File: config.mk
export PLATFORM = sky130hd
export DESIGN_NAME = pc_stack_unit_flat
export DESIGN_NICKNAME = d
export VERILOG_FILES = /design/src/rtl/pc_stack_unit_if.sv /design/src/rtl/pc_stack_unit.sv /design/src/flat_wrapper.sv
export SDC_FILE = /design/constraint.sdc
export NUM_CORES = 1
export LEC_CHECK = 0
export ABC_AREA = 1
export CORE_MARGIN = 3
export CORE_UTILIZATION = 40
export CTS_CLUSTER_DIAMETER = 200
export DETAILED_ROUTE_END_ITERATION = 6
export HOLD_SLACK_MARGIN = 0.03
export PLACE_DENSITY_LB_ADDON = 0.3
export SYNTH_ARGS = -nofsm -noshare
export SYNTH_HDL_FRONTEND = slang
export SYNTH_SLANG_ARGS = --single-unit
File: constraint.sdc
create_clock -name CLK -period 6.1 [get_ports CLK]
set_clock_uncertainty 0.05 [all_clocks]
set_input_delay 1.22 -clock CLK [delete_from_list [all_inputs] [get_ports CLK]]
set_output_delay 1.22 -clock CLK [all_outputs]
set_load 0.05 [all_outputs]
File: src/rtl/pc_stack_unit_if.sv
// Bundle between the fetch controller and pc_stack_unit: next-PC control in,
// current PC and return-address-stack status out.
interface pc_stack_unit_if #(
    parameter int ADDR_W    = 32,
    parameter int RAS_DEPTH = 4
);
    localparam int CNT_W = $clog2(RAS_DEPTH) + 1;

    logic              pc_en;
    logic [2:0]        pc_select;
    logic [ADDR_W-1:0] jump_data;
    logic              flush;
    logic [ADDR_W-1:0] imem_addr;
    logic [ADDR_W-1:0] rtn_addr;
    logic [ADDR_W-1:0] ras_top;
    logic [CNT_W-1:0]  ras_count;
    logic              ras_empty;
    logic              ras_full;
    logic              ras_ovf;

    modport master (
        output pc_en, pc_select, jump_data, flush,
        input  imem_addr, rtn_addr, ras_top, ras_count, ras_empty, ras_full, ras_ovf
    );

    modport slave (
        input  pc_en, pc_select, jump_data, flush,
        output imem_addr, rtn_addr, ras_top, ras_count, ras_empty, ras_full, ras_ovf
    );
endinterface

File: src/rtl/pc_stack_unit.sv
// Program counter with a circular return-address stack: sequential, branch,
// jump, call/return and hold modes, one-cycle latency, sticky overflow flag.
module pc_stack_unit #(
    parameter int                ADDR_W    = 32,
    parameter logic [ADDR_W-1:0] RESET_PC  = '0,
    parameter int                PC_INC    = 4,
    parameter int                RAS_DEPTH = 4
) (
    input logic CLK,
    input logic RST,
    pc_stack_unit_if.slave bus
);
    localparam int PTR_W = $clog2(RAS_DEPTH);
    localparam int CNT_W = PTR_W + 1;

    localparam logic [2:0] SEL_SEQ    = 3'd0;
    localparam logic [2:0] SEL_BRANCH = 3'd1;
    localparam logic [2:0] SEL_JUMP   = 3'd2;
    localparam logic [2:0] SEL_CALL   = 3'd3;
    localparam logic [2:0] SEL_JR     = 3'd4;
    localparam logic [2:0] SEL_RET    = 3'd5;

    logic [ADDR_W-1:0] pc_p0;
    logic [ADDR_W-1:0] pc_nxt;
    logic [ADDR_W-1:0] rtn;
    logic [ADDR_W-1:0] top;
    logic [ADDR_W-1:0] stack [RAS_DEPTH];
    logic [PTR_W-1:0]  wp;
    logic [PTR_W-1:0]  top_idx;
    logic [CNT_W-1:0]  count;
    logic              ovf;
    logic              empty;
    logic              full;
    logic              upd;
    logic              do_push;
    logic              do_pop;

    assign rtn     = pc_p0 + ADDR_W'(PC_INC);
    assign top_idx = wp - PTR_W'(1);
    assign empty   = (count == '0);
    assign full    = (count == CNT_W'(RAS_DEPTH));
    assign top     = empty ? '0 : stack[top_idx];

    // Push/pop only on a normal enabled cycle; reset and flush suppress both.
    assign upd     = !RST && !bus.flush && bus.pc_en;
    assign do_push = upd && (bus.pc_select == SEL_CALL);
    assign do_pop  = upd && (bus.pc_select == SEL_RET) && !empty;

    always_comb begin
        pc_nxt = pc_p0;
        case (bus.pc_select)
            SEL_SEQ:                      pc_nxt = rtn;
            SEL_BRANCH, SEL_JUMP, SEL_JR: pc_nxt = bus.jump_data;
            SEL_CALL:                     pc_nxt = bus.jump_data;
            SEL_RET:                      pc_nxt = empty ? bus.jump_data : top;
            default:                      pc_nxt = pc_p0;
        endcase
    end

    always_ff @(posedge CLK) begin
        if (RST) begin
            pc_p0 <= RESET_PC;
            wp    <= '0;
            count <= '0;
            ovf   <= 1'b0;
        end else if (bus.flush) begin
            pc_p0 <= bus.jump_data;
            wp    <= '0;
            count <= '0;
            ovf   <= 1'b0;
        end else if (bus.pc_en) begin
            pc_p0 <= pc_nxt;
            if (do_push) begin
                wp <= wp + PTR_W'(1);
                // A push onto a full stack overwrites the oldest entry.
                if (full) ovf   <= 1'b1;
                else      count <= count + CNT_W'(1);
            end else if (do_pop) begin
                wp    <= wp - PTR_W'(1);
                count <= count - CNT_W'(1);
            end
        end
    end

    // Entry storage carries no reset; count and wp alone define validity.
    always_ff @(posedge CLK) begin
        if (do_push) stack[wp] <= rtn;
    end

    assign bus.imem_addr = pc_p0;
    assign bus.rtn_addr  = rtn;
    assign bus.ras_top   = top;
    assign bus.ras_count = count;
    assign bus.ras_empty = empty;
    assign bus.ras_full  = full;
    assign bus.ras_ovf   = ovf;
endmodule

File: src/flat_wrapper.sv
// flat-port wrapper written by rule: the top's interface ports become plain ports
module pc_stack_unit_flat 
#(
    parameter int                ADDR_W    = 32,
    parameter logic [ADDR_W-1:0] RESET_PC  = '0,
    parameter int                PC_INC    = 4,
    parameter int                RAS_DEPTH = 4
)
  (CLK, RST, bus_pc_en, bus_pc_select, bus_jump_data, bus_flush, bus_imem_addr, bus_rtn_addr, bus_ras_top, bus_ras_count, bus_ras_empty, bus_ras_full, bus_ras_ovf);
  pc_stack_unit_if #(.ADDR_W(ADDR_W), .RAS_DEPTH(RAS_DEPTH)) bus_i ();
  input logic CLK;
  input logic RST;
  input wire logic [$bits(bus_i.pc_en)-1:0] bus_pc_en;
  input wire logic [$bits(bus_i.pc_select)-1:0] bus_pc_select;
  input wire logic [$bits(bus_i.jump_data)-1:0] bus_jump_data;
  input wire logic [$bits(bus_i.flush)-1:0] bus_flush;
  output wire logic [$bits(bus_i.imem_addr)-1:0] bus_imem_addr;
  output wire logic [$bits(bus_i.rtn_addr)-1:0] bus_rtn_addr;
  output wire logic [$bits(bus_i.ras_top)-1:0] bus_ras_top;
  output wire logic [$bits(bus_i.ras_count)-1:0] bus_ras_count;
  output wire logic [$bits(bus_i.ras_empty)-1:0] bus_ras_empty;
  output wire logic [$bits(bus_i.ras_full)-1:0] bus_ras_full;
  output wire logic [$bits(bus_i.ras_ovf)-1:0] bus_ras_ovf;
  assign bus_i.pc_en = bus_pc_en;
  assign bus_i.pc_select = bus_pc_select;
  assign bus_i.jump_data = bus_jump_data;
  assign bus_i.flush = bus_flush;
  assign bus_imem_addr = bus_i.imem_addr;
  assign bus_rtn_addr = bus_i.rtn_addr;
  assign bus_ras_top = bus_i.ras_top;
  assign bus_ras_count = bus_i.ras_count;
  assign bus_ras_empty = bus_i.ras_empty;
  assign bus_ras_full = bus_i.ras_full;
  assign bus_ras_ovf = bus_i.ras_ovf;
  pc_stack_unit #(.ADDR_W(ADDR_W), .RESET_PC(RESET_PC), .PC_INC(PC_INC), .RAS_DEPTH(RAS_DEPTH)) u_core (.CLK(CLK), .RST(RST), .bus(bus_i));
endmodule
==> metrics.csv <==
metric,value,unit
Die Width,151.7,µm
Hold Crit Depth,2,
register area share after synthesis,54.22,%
CTS Hold Bufs,0,
vias in the first global route,6883,
slew at the pin with the worst max-slew slack,1.147,ns
clock network power share,37.4,%
arrival time worst endpoint,3.05,ns
total die area,0.02301,mm²
pwr dens,249.3,mW/mm²
Antenna Nets Post-Route,0,
Yosys cell types,41,
post-synthesis cell area,0.008492,mm²
max-slew violations,0,
Int Power,1.943,mW
Final period util,70.76,%
Sequential Power Share,47.2,%
Clock Tree Root,clkbuf_16,
# DRC,0,
# diodes,0,
pin count of the biggest net entering global routing,81,
GR Util All Layers,22.15,%
Reg2Reg Depth,6,
Longest Clk Path Bufs,2,
YS warnings,0,
Die H,151.7,µm
routability cong.,0.8585,
met2 Resource Use GR,35.20,%
Post-layout nets,1149,
Startpoint Class,register,
post-layout min period,4.317,ns
# placed instances,1355,
hold slack,0.4005,ns
Layout area overhead,28.79,%
Worst EP required,4.83,ns
cts repair resizes,0,
DP HPWL,17090,µm
Vias/cell,5.239,
Syn Inst Count,983,
"non-filler cells, final",1387,
Main synth FF type,edfxtp_1,
layout cells sized above 1,11.19,%
syn nets,1028,
CTS tree,built,
WL/cell,18.00,µm
DR iter-0 viols,611,
global-route wire length before repair,38620,µm
hold crit path type,reg -> reg,
total grt overflow,0,
post-CTS setup repair buffer count,0,
P_sw,0.7829,mW
Sw Ratio,28.72,%
most frequent cells in the layout,"261 x nand2_1, 147 x nor2_1, 128 x edfxtp_1",
H-tree Lvls,4,
core area,0.02056,mm²
"EDFF count, synth",128,
CP endpoint kind,output pin,
RSZ-0062 raised after global routing,false,
Slew HR,23.46,%
Worst-Skew Late Latency,0.42,ns
critical setup path kind,reg -> out,
Detailed Route WL,24970,µm
DRT Pass-1 Iters,5,
TritonCTS Buffers,17,
final setup vio count,0,
worst vdd ir,0.0001930,V
Clock Sinks,166,
async set-reset flop share out of synthesis,0,%
worst-path fanout max,6,
GRT met1 Usage,30.76,%
Final Hold Viols,0,
Yosys reg bits,166,
Initial Util,41.30,%
Ports,141,
met3 track demand over resource,4.789,%
IO buf count,140,
setup TNS,0,ns
"commonest non-fill, non-tap cell in the layout",nand2_1,
Comb power frac,15.4,%
GRT busiest layer,met2,
Worst-path clk slew,0.06,ns
max cap viols,0,
via count,7267,
LEAKAGE,4.225,nW
outcome,"finished, final reports clean",
initial antenna violation count,1,
Mean Syn Cell Area,8.639,µm²
highest clock rate,231.7,MHz
# rows,52,
## worst paths after layout
| kind | start | endpoint | slack, ns |
|---|---|---|---|
| hold / removal | u_core.bus.ras_ovf | u_core.bus.ras_ovf | 0.40 |
| hold reg to reg | u_core.bus.ras_ovf | u_core.bus.ras_ovf | 0.40 |
| setup reg to reg | u_core.wp[0] | u_core.stack[2][11] | 3.28 |
| setup / recovery | u_core.bus.imem_addr[3] | bus_rtn_addr[16] | 1.78 |
## area by class of cell
type	instances	area [µm²]
clock buffers	17	425.4
clock inverters	15	127.6
fillers	1892	9623
inverters	88	331.6
multi-input cells	683	3328
flip-flops and latches	166	4604
well taps	270	337.8
repair buffers	148	1782
## flip-flops by register name, indices dropped and copies added, names as in the netlist
name and cells:
u_core.stack 128, u_core.bus.imem_addr 32, u_core.bus.ras_count 3, u_core.wp 2
u_core.bus.ras_ovf 1
## per-stage QoR
step	setup WS, ns	instance area (µm²)	util [%]	power, mW
after floorplan	2.298	8492	-	1.566
after CTS	1.755	10940	53.20	2.741
after detailed placement	1.770	10380	50.51	1.730
after global placement	1.827	10380	50.51	1.727
after global routing	1.607	10940	53.20	2.820
final	1.783	10940	53.20	2.726
## cells by family after synthesis
group           after synthesis  synth area share, %
simple gates                477                24.33
xor+xnor                     16                1.827
flops                       166                54.22
compound gates              184                11.95
buf+inv                     134                6.704
fa+ha+maj                     6               0.9725
## synthesized netlist by cell type (all sizes together), types with 3 or more instances
cell type,number,share of area (%)
nand2,273,13
nand3b,3,0.31
buf,32,2.2
nand3,26,1.8
dfxtp,38,9.0
xor2,11,1.3
clkbuf,14,0.62
nand4,4,0.29
a21oi,90,5.6
nor2,168,9.0
xnor2,5,0.52
inv,86,3.8
o211ai,18,1.6
ha,5,0.74
o21ai,68,4.1
edfxtp,128,45
a41oi,4,0.41
## worst max-delay path, stage by stage, from the launching register on
cell	delay, ns
dfxtp_1	0.43
ha_1	0.27
nand3_2	0.17
nor2_4	0.17
nand3_1	0.14
xnor2_1	0.50
clkdlybuf4s50_1	0.94
## routing by layer
| layer | wire, µm | vias up |
|---|---|---|
| li1 | - | 3473 |
| met1 | 10780 | 3491 |
| met2 | 11860 | 268 |
| met3 | 1875 | 33 |
| met4 | 439 | 2 |
| met5 | 13 | - |
## power groups by stage
stage                     combinational [mW]  clock (mW)  sequential [mW]
final                                  0.421        1.02             1.29
after global routing                   0.448        1.08             1.29
after CTS                              0.423        1.03             1.29
after detailed placement               0.420           0             1.31
after global placement                 0.417           0             1.31
after floorplan                        0.208           0             1.36
Power figures use the tool's default switching activity.
